File: src/rtl/alu_seq_pkg.sv
// Shared definitions for the ALU instruction sequencer: opcode values,
// FSM state encoding and the width of one program-memory entry.
package alu_seq_pkg;

  // One program entry is {opcode[2:0], operand[15:0]}
  localparam int ENTRY_W = 19;

  // Opcodes understood by the downstream accumulator ALU CPU
  localparam logic [2:0] OP_CLR  = 3'b000;
  localparam logic [2:0] OP_SHR  = 3'b001;
  localparam logic [2:0] OP_ADD  = 3'b010;
  localparam logic [2:0] OP_INC  = 3'b011;
  localparam logic [2:0] OP_SWAP = 3'b100;
  localparam logic [2:0] OP_CMP  = 3'b101;
  localparam logic [2:0] OP_MUL  = 3'b110;

  typedef enum logic [2:0] {
    S_IDLE       = 3'd0,
    S_FETCH      = 3'd1,
    S_ISSUE      = 3'd2,
    S_SETTLE     = 3'd3,
    S_WAIT_READY = 3'd4,
    S_DONE       = 3'd5
  } seq_state_t;

endpackage

File: src/rtl/alu_seq_prog_mem.sv
// Program memory for the sequencer: DEPTH x ENTRY_W register array with
// one write port and a registered read port. The array itself is not reset;
// only the read register is, so the CPU-facing outputs start at zero.
module alu_seq_prog_mem
  import alu_seq_pkg::*;
#(
  parameter int DEPTH  = 16,
  parameter int ADDR_W = $clog2(DEPTH)
) (
  input  logic               clk,
  input  logic               rst,
  input  logic               we,
  input  logic [ADDR_W-1:0]  waddr,
  input  logic [ENTRY_W-1:0] wdata,
  input  logic               re,
  input  logic [ADDR_W-1:0]  raddr,
  output logic [ENTRY_W-1:0] rdata
);

  logic [ENTRY_W-1:0] mem [DEPTH];

  // Write port: host loads program entries
  always_ff @(posedge clk) begin
    if (we) mem[waddr] <= wdata;
  end

  // Read port: value is captured only on a fetch and held until the next one
  always_ff @(posedge clk) begin
    if (rst)     rdata <= '0;
    else if (re) rdata <= mem[raddr];
  end

endmodule

File: src/rtl/alu_instr_sequencer.sv
// Program sequencer feeding the accumulator ALU CPU. Issues each stored
// {opcode, operand} as a one-cycle new_instruction strobe and waits for
// cpu_ready before moving on. Optional ready-wait timeout is enabled by
// defining the macro ALU_SEQ_TIMEOUT_EN.
module alu_instr_sequencer
  import alu_seq_pkg::*;
#(
  parameter int DEPTH   = 16,
  parameter int ADDR_W  = $clog2(DEPTH),
  parameter int TIMEOUT = 64
) (
  input  logic              clk,
  input  logic              rst,
  input  logic              load_en,
  input  logic [ADDR_W-1:0] load_addr,
  input  logic [2:0]        load_instr,
  input  logic [15:0]       load_data,
  input  logic [ADDR_W:0]   prog_len,
  input  logic              start,
  input  logic              abort,
  input  logic              cpu_ready,
  output logic [2:0]        instruction,
  output logic [15:0]       cpu_data,
  output logic              new_instruction,
  output logic [ADDR_W-1:0] pc,
  output logic              busy,
  output logic              done,
  output logic              timeout_err
);

  localparam logic [ADDR_W:0] DEPTH_L = (ADDR_W+1)'(DEPTH);
  localparam logic [ADDR_W:0] ONE_L   = (ADDR_W+1)'(1);

  seq_state_t         state, state_nxt;
  logic [ADDR_W:0]    len;
  logic [ADDR_W:0]    len_in;
  logic [ENTRY_W-1:0] rdata;
  logic               start_ok;
  logic               last_entry;
  logic               tmo_hit;

  // Run length is clamped to the memory size so pc can never wrap
  assign len_in     = (prog_len > DEPTH_L) ? DEPTH_L : prog_len;
  assign start_ok   = (state == S_IDLE) && start && !abort;
  assign last_entry = ({1'b0, pc} == (len - ONE_L));

  alu_seq_prog_mem #(
    .DEPTH  (DEPTH),
    .ADDR_W (ADDR_W)
  ) u_mem (
    .clk   (clk),
    .rst   (rst),
    .we    (load_en && !busy),
    .waddr (load_addr),
    .wdata ({load_instr, load_data}),
    .re    (state == S_FETCH),
    .raddr (pc),
    .rdata (rdata)
  );

  // The fetched entry appears in ISSUE and stays until the next fetch lands
  assign instruction = rdata[ENTRY_W-1:16];
  assign cpu_data    = rdata[15:0];

`ifdef ALU_SEQ_TIMEOUT_EN
  localparam int CNT_W = $clog2(TIMEOUT + 1);

  logic [CNT_W-1:0] wait_cnt;
  logic             tmo_flag;

  assign tmo_hit     = (state == S_WAIT_READY) && !cpu_ready &&
                       (wait_cnt == CNT_W'(TIMEOUT - 1));
  assign timeout_err = tmo_flag;

  // Count consecutive not-ready cycles; zero whenever outside WAIT_READY
  always_ff @(posedge clk) begin
    if (rst)                          wait_cnt <= '0;
    else if (state != S_WAIT_READY)   wait_cnt <= '0;
    else if (!cpu_ready)              wait_cnt <= wait_cnt + CNT_W'(1);
  end

  // Sticky error flag, cleared only by reset or a newly accepted run
  always_ff @(posedge clk) begin
    if (rst)                   tmo_flag <= 1'b0;
    else if (start_ok)         tmo_flag <= 1'b0;
    else if (tmo_hit && !abort) tmo_flag <= 1'b1;
  end
`else
  logic unused_timeout;

  assign unused_timeout = ^TIMEOUT;
  assign tmo_hit        = 1'b0;
  assign timeout_err    = 1'b0;
`endif

  // State register
  always_ff @(posedge clk) begin
    if (rst) state <= S_IDLE;
    else     state <= state_nxt;
  end

  // Next-state and strobe outputs; abort overrides everything outside IDLE
  always_comb begin
    state_nxt       = state;
    new_instruction = 1'b0;
    done            = 1'b0;
    busy            = (state != S_IDLE);
    case (state)
      S_IDLE: begin
        if (start_ok) state_nxt = (len_in == '0) ? S_DONE : S_FETCH;
      end
      S_FETCH:  state_nxt = S_ISSUE;
      S_ISSUE: begin
        new_instruction = 1'b1;
        state_nxt       = S_SETTLE;
      end
      S_SETTLE: state_nxt = S_WAIT_READY;
      S_WAIT_READY: begin
        if (cpu_ready)    state_nxt = last_entry ? S_DONE : S_FETCH;
        else if (tmo_hit) state_nxt = S_IDLE;
      end
      S_DONE: begin
        done      = 1'b1;
        state_nxt = S_IDLE;
      end
      default: state_nxt = S_IDLE;
    endcase
    if (abort && (state != S_IDLE)) begin
      state_nxt       = S_IDLE;
      new_instruction = 1'b0;
      done            = 1'b0;
    end
  end

  // Program counter and latched run length
  always_ff @(posedge clk) begin
    if (rst) begin
      pc  <= '0;
      len <= '0;
    end else if (start_ok) begin
      pc  <= '0;
      len <= len_in;
    end else if ((state == S_WAIT_READY) && cpu_ready && !last_entry && !abort) begin
      pc <= pc + ADDR_W'(1);
    end
  end

endmodule
File: config.mk
export PLATFORM = sky130hd
export DESIGN_NAME = alu_instr_sequencer
export DESIGN_NICKNAME = d
export VERILOG_FILES = /design/src/rtl/alu_seq_pkg.sv /design/src/rtl/alu_seq_prog_mem.sv /design/src/rtl/alu_instr_sequencer.sv
export SDC_FILE = /design/constraint.sdc
export NUM_CORES = 1
export LEC_CHECK = 0
export CAP_MARGIN = 10
export CORE_ASPECT_RATIO = 2
export CORE_MARGIN = 4
export CORE_UTILIZATION = 55
export CTS_BUF_LIST = sky130_fd_sc_hd__clkbuf_4
export CTS_CLUSTER_SIZE = 40
export DETAILED_ROUTE_END_ITERATION = 6
export HOLD_SLACK_MARGIN = 0.05
export PLACE_DENSITY = 0.73
export SYNTH_ARGS = -nofsm -noshare
export SYNTH_HDL_FRONTEND = slang
export SYNTH_SLANG_ARGS = --single-unit
File: constraint.sdc
create_clock -name clk -period 5 [get_ports clk]
set_input_delay 1.5 -clock clk [delete_from_list [all_inputs] [get_ports clk]]
set_output_delay 1.5 -clock clk [all_outputs]
set_load 0.03 [all_outputs]
==> key figures <==
Clock tree
  • CTS tree: done
  • Inserted Clock Buffers: 70
  • Clock slew at reported path FFs: 0.08 ns
  • Post CTS Setup Buffer Count: 0
  • Clock Root Buffer: clkbuf_4
  • H-tree depth: 3
  • Max clock buf depth: 3
  • TritonCTS Sinks: 335
  • # hold bufs at CTS: 0
  • Post-CTS Resized: 0
  • Clk_lat worst skew: 0.69 ns

Status
  • Status: finished, final reports clean

Critical path
  • Crit-path max FO: 5
  • R2r startpoint: pc[0]
  • Crit Path Class: input pin to primary output
  • Most used cell, CP: clkdlybuf4s50_1
  • Worst EP required: 3.50 ns
  • Critical Path Start Type: input pin
  • Arrival time at the worst endpoint: 3.01 ns
  • Crit path cell chain: clkdlybuf4s50_1, nor2_1, and3_1, clkdlybuf4s50_1
  • Crit path max-delay cell type: clkdlybuf4s50_1
  • Max incr delay on CP: 0.67 ns
  • CP endpoint kind: primary output
  • CP startpoint: abort

Timing
  • Unrepaired setup endpoints after global routing: no
  • Worst-margin pin slew: 1.208 ns
  • Max transition margin: 0.1945
  • Hold violation total from the final report: 0
  • Final critical-path share of the clock period: 0.9013
  • Setup tns final: 0 ns
  • Final setup fails: 0
  • Min cycle time layout: 4.507 ns
  • Slew Limit Fails: 0
  • Final clock skew: 0.02568 ns
  • Fmax: 221.9 MHz

Floorplan
  • Initial Util: 0.5570
  • # rows: 79
  • Die width: 116.5 um
  • Die area: 0.02619 mm^2
  • Core Footprint: 0.02323 mm^2
  • Die Y: 224.9 um
  • I/O pin total: 61

Final layout
  • Nets: 776
  • Design area: 0.01479 mm^2
  • Area grow syn2layout: 14.29%
  • Share of layout cells above drive strength 1: 0.2956
  • Commonest non-fill, non-tap cell in the layout: edfxtp_1
  • Commonest non-fill, non-tap cells in the layout: 304 x edfxtp_1, 105 x clkbuf_4, 76 x mux4_2, 59 x clkdlybuf4s50_1, 43 x mux2i_1

Logic synthesis
  • Syn Inst Count: 621
  • Number of flops mapped to enable cells by yosys: 304
  • Mapped Nets: 657
  • Syn_area_per_cell: 20.84 um^2
  • Post-synthesis sequential area ratio: 0.7535
  • Synth warn: 0
  • Yosys cell types: 46
  • Synthesized flop and latch total: 335
  • Synthesized cell area: 0.01294 mm^2
  • Top_reg_cell synth: edfxtp_1
  • Async SR Flop Fraction: 0

Placed design
  • Placed inst area: 0.01388 mm^2
  • GPL Wtd Cong: 0.8043
  • I/O Buffers: 59
  • Post-DP HPWL: 15230 um

Global route
  • Initial antenna violation count: 1
  • Number of global-route vias before repair: 6968
  • First-pass GRT wire length: 40920 um
  • Largest net degree at the start of global routing: 81
  • Total gr overflow: 0
  • GRT Util Overall: 0.2195

Pwr
  • Peak VDD IR: 0.1875 mV
  • Design Power: 5.278 mW
  • Pwr Density: 356.9 mW/mm^2
  • Cell Int Power: 4.175 mW
  • Combinational share of power: 0.035
  • Sw Pwr: 1.103 mW
  • Clock power frac: 0.377
  • Seq pwr share: 0.588
  • Sw frac: 0.2090
  • Lkg Pwr: 4.639 nW

Detailed routing
  • Detailed Route Iter0 Violations: 603
  • Via count: 6544
  • DR DRC count: 0
  • Via/cell ratio: 6.065
  • Post-route ant nets: 0
  • DR pass1 iterations: 6
  • Post-Route WL: 27570 um
  • Routed WL per cell: 25.55 um

Run
  • Total of max-cap violations: 0

Worst hold path
  • Min-Delay Path Class: register to register
  • Hold Path Origin: u_mem.rdata[10]
cell usage after synthesis (6+ instances only):
library cell / count / area, um^2
nand2_1: 10 / 37.54
a21oi_1: 6 / 30.03
nor3_1: 7 / 35.03
o21ai_1: 19 / 95.09
nand2b_1: 10 / 62.56
nor2_1: 21 / 78.83
mux4_2: 76 / 1712
mux2i_1: 43 / 430.4
buf_2: 15 / 75.07
edfxtp_1: 304 / 9129
a2bb2oi_1: 19 / 166.4
buf_6: 9 / 101.4
dfxtp_1: 31 / 620.6
through the flow:
step             util  setup WS, ns  std cells  hold WS (ns)
6_report       0.6366        0.4934       1079        0.4800
5_1_grt        0.6366        0.4519       1079        0.5174
4_1_cts        0.6365        0.5101       1078        0.4880
3_5_place_dp   0.5977        0.5176        951        0.4685
3_3_place_gp   0.5977        0.5485        951        0.4698
2_1_floorplan       -        0.9596        621        0.4802
layer usage:
layer	GRT usage	routed length [um]	up-vias
li1	-	-	2852
met3	0.04730	1803	41
met5	0	0	-
met1	0.2671	9921	3376
met4	0.07981	508	0
met2	0.3825	15340	275
flip-flops by register name, indices dropped and copies added (netlist names):
name	count
len	5
pc	4
state	3
u_mem.mem	304
u_mem.rdata	19
final timing paths:
| kind | endpoint | slack, ns | depth (start not counted) |
|---|---|---|---|
| setup reg to reg | u_mem.rdata[6] | 2.12 | 5 |
| setup / recovery | done | 0.49 | 4 |
| hold reg to reg | u_mem.rdata[10] | 0.48 | 2 |
| hold / removal | u_mem.rdata[10] | 0.48 | 2 |
kinds of logic after synthesis:
family | Yosys count | synth area share
AND/OR/NAND/NOR | 70 | 0.02930
adder cells (fa/ha/maj) | 2 | 0.001934
flip-flops | 335 | 0.7535
XOR/XNOR | 5 | 0.003384
multiplexers | 119 | 0.1656
AO/OA/AOI/OAI | 53 | 0.02843
buffers and inverters | 36 | 0.01760
other | 1 | 0.0002898
area by class of cell:
class / count / area (um^2)
sequential: 335 / 9758
fill: 1599 / 8441
multi-input combinational: 250 / 3012
clock buffer: 105 / 788.3
timing repair buffer: 80 / 748.2
tap: 283 / 354.1
clock inverter: 22 / 113.9
inverter: 3 / 11.26
antenna: 1 / 2.502
power groups by stage:
stage | logic, mW | clock network (mW) | registers [mW]
final | 0.183 | 1.99 | 3.11
after global routing | 0.196 | 2.21 | 3.11
after CTS | 0.185 | 2.05 | 3.11
after detailed placement | 0.184 | 0 | 3.17
after global placement | 0.175 | 0 | 3.17
after floorplan | 0.0672 | 0 | 3.18
worst max-delay path: cells and delay by family:
family / cells / cell delay, ns
buf+inv: 2 / 1.14
simple gates: 2 / 0.36
Note: power is estimated with default switching activity, not from simulation.
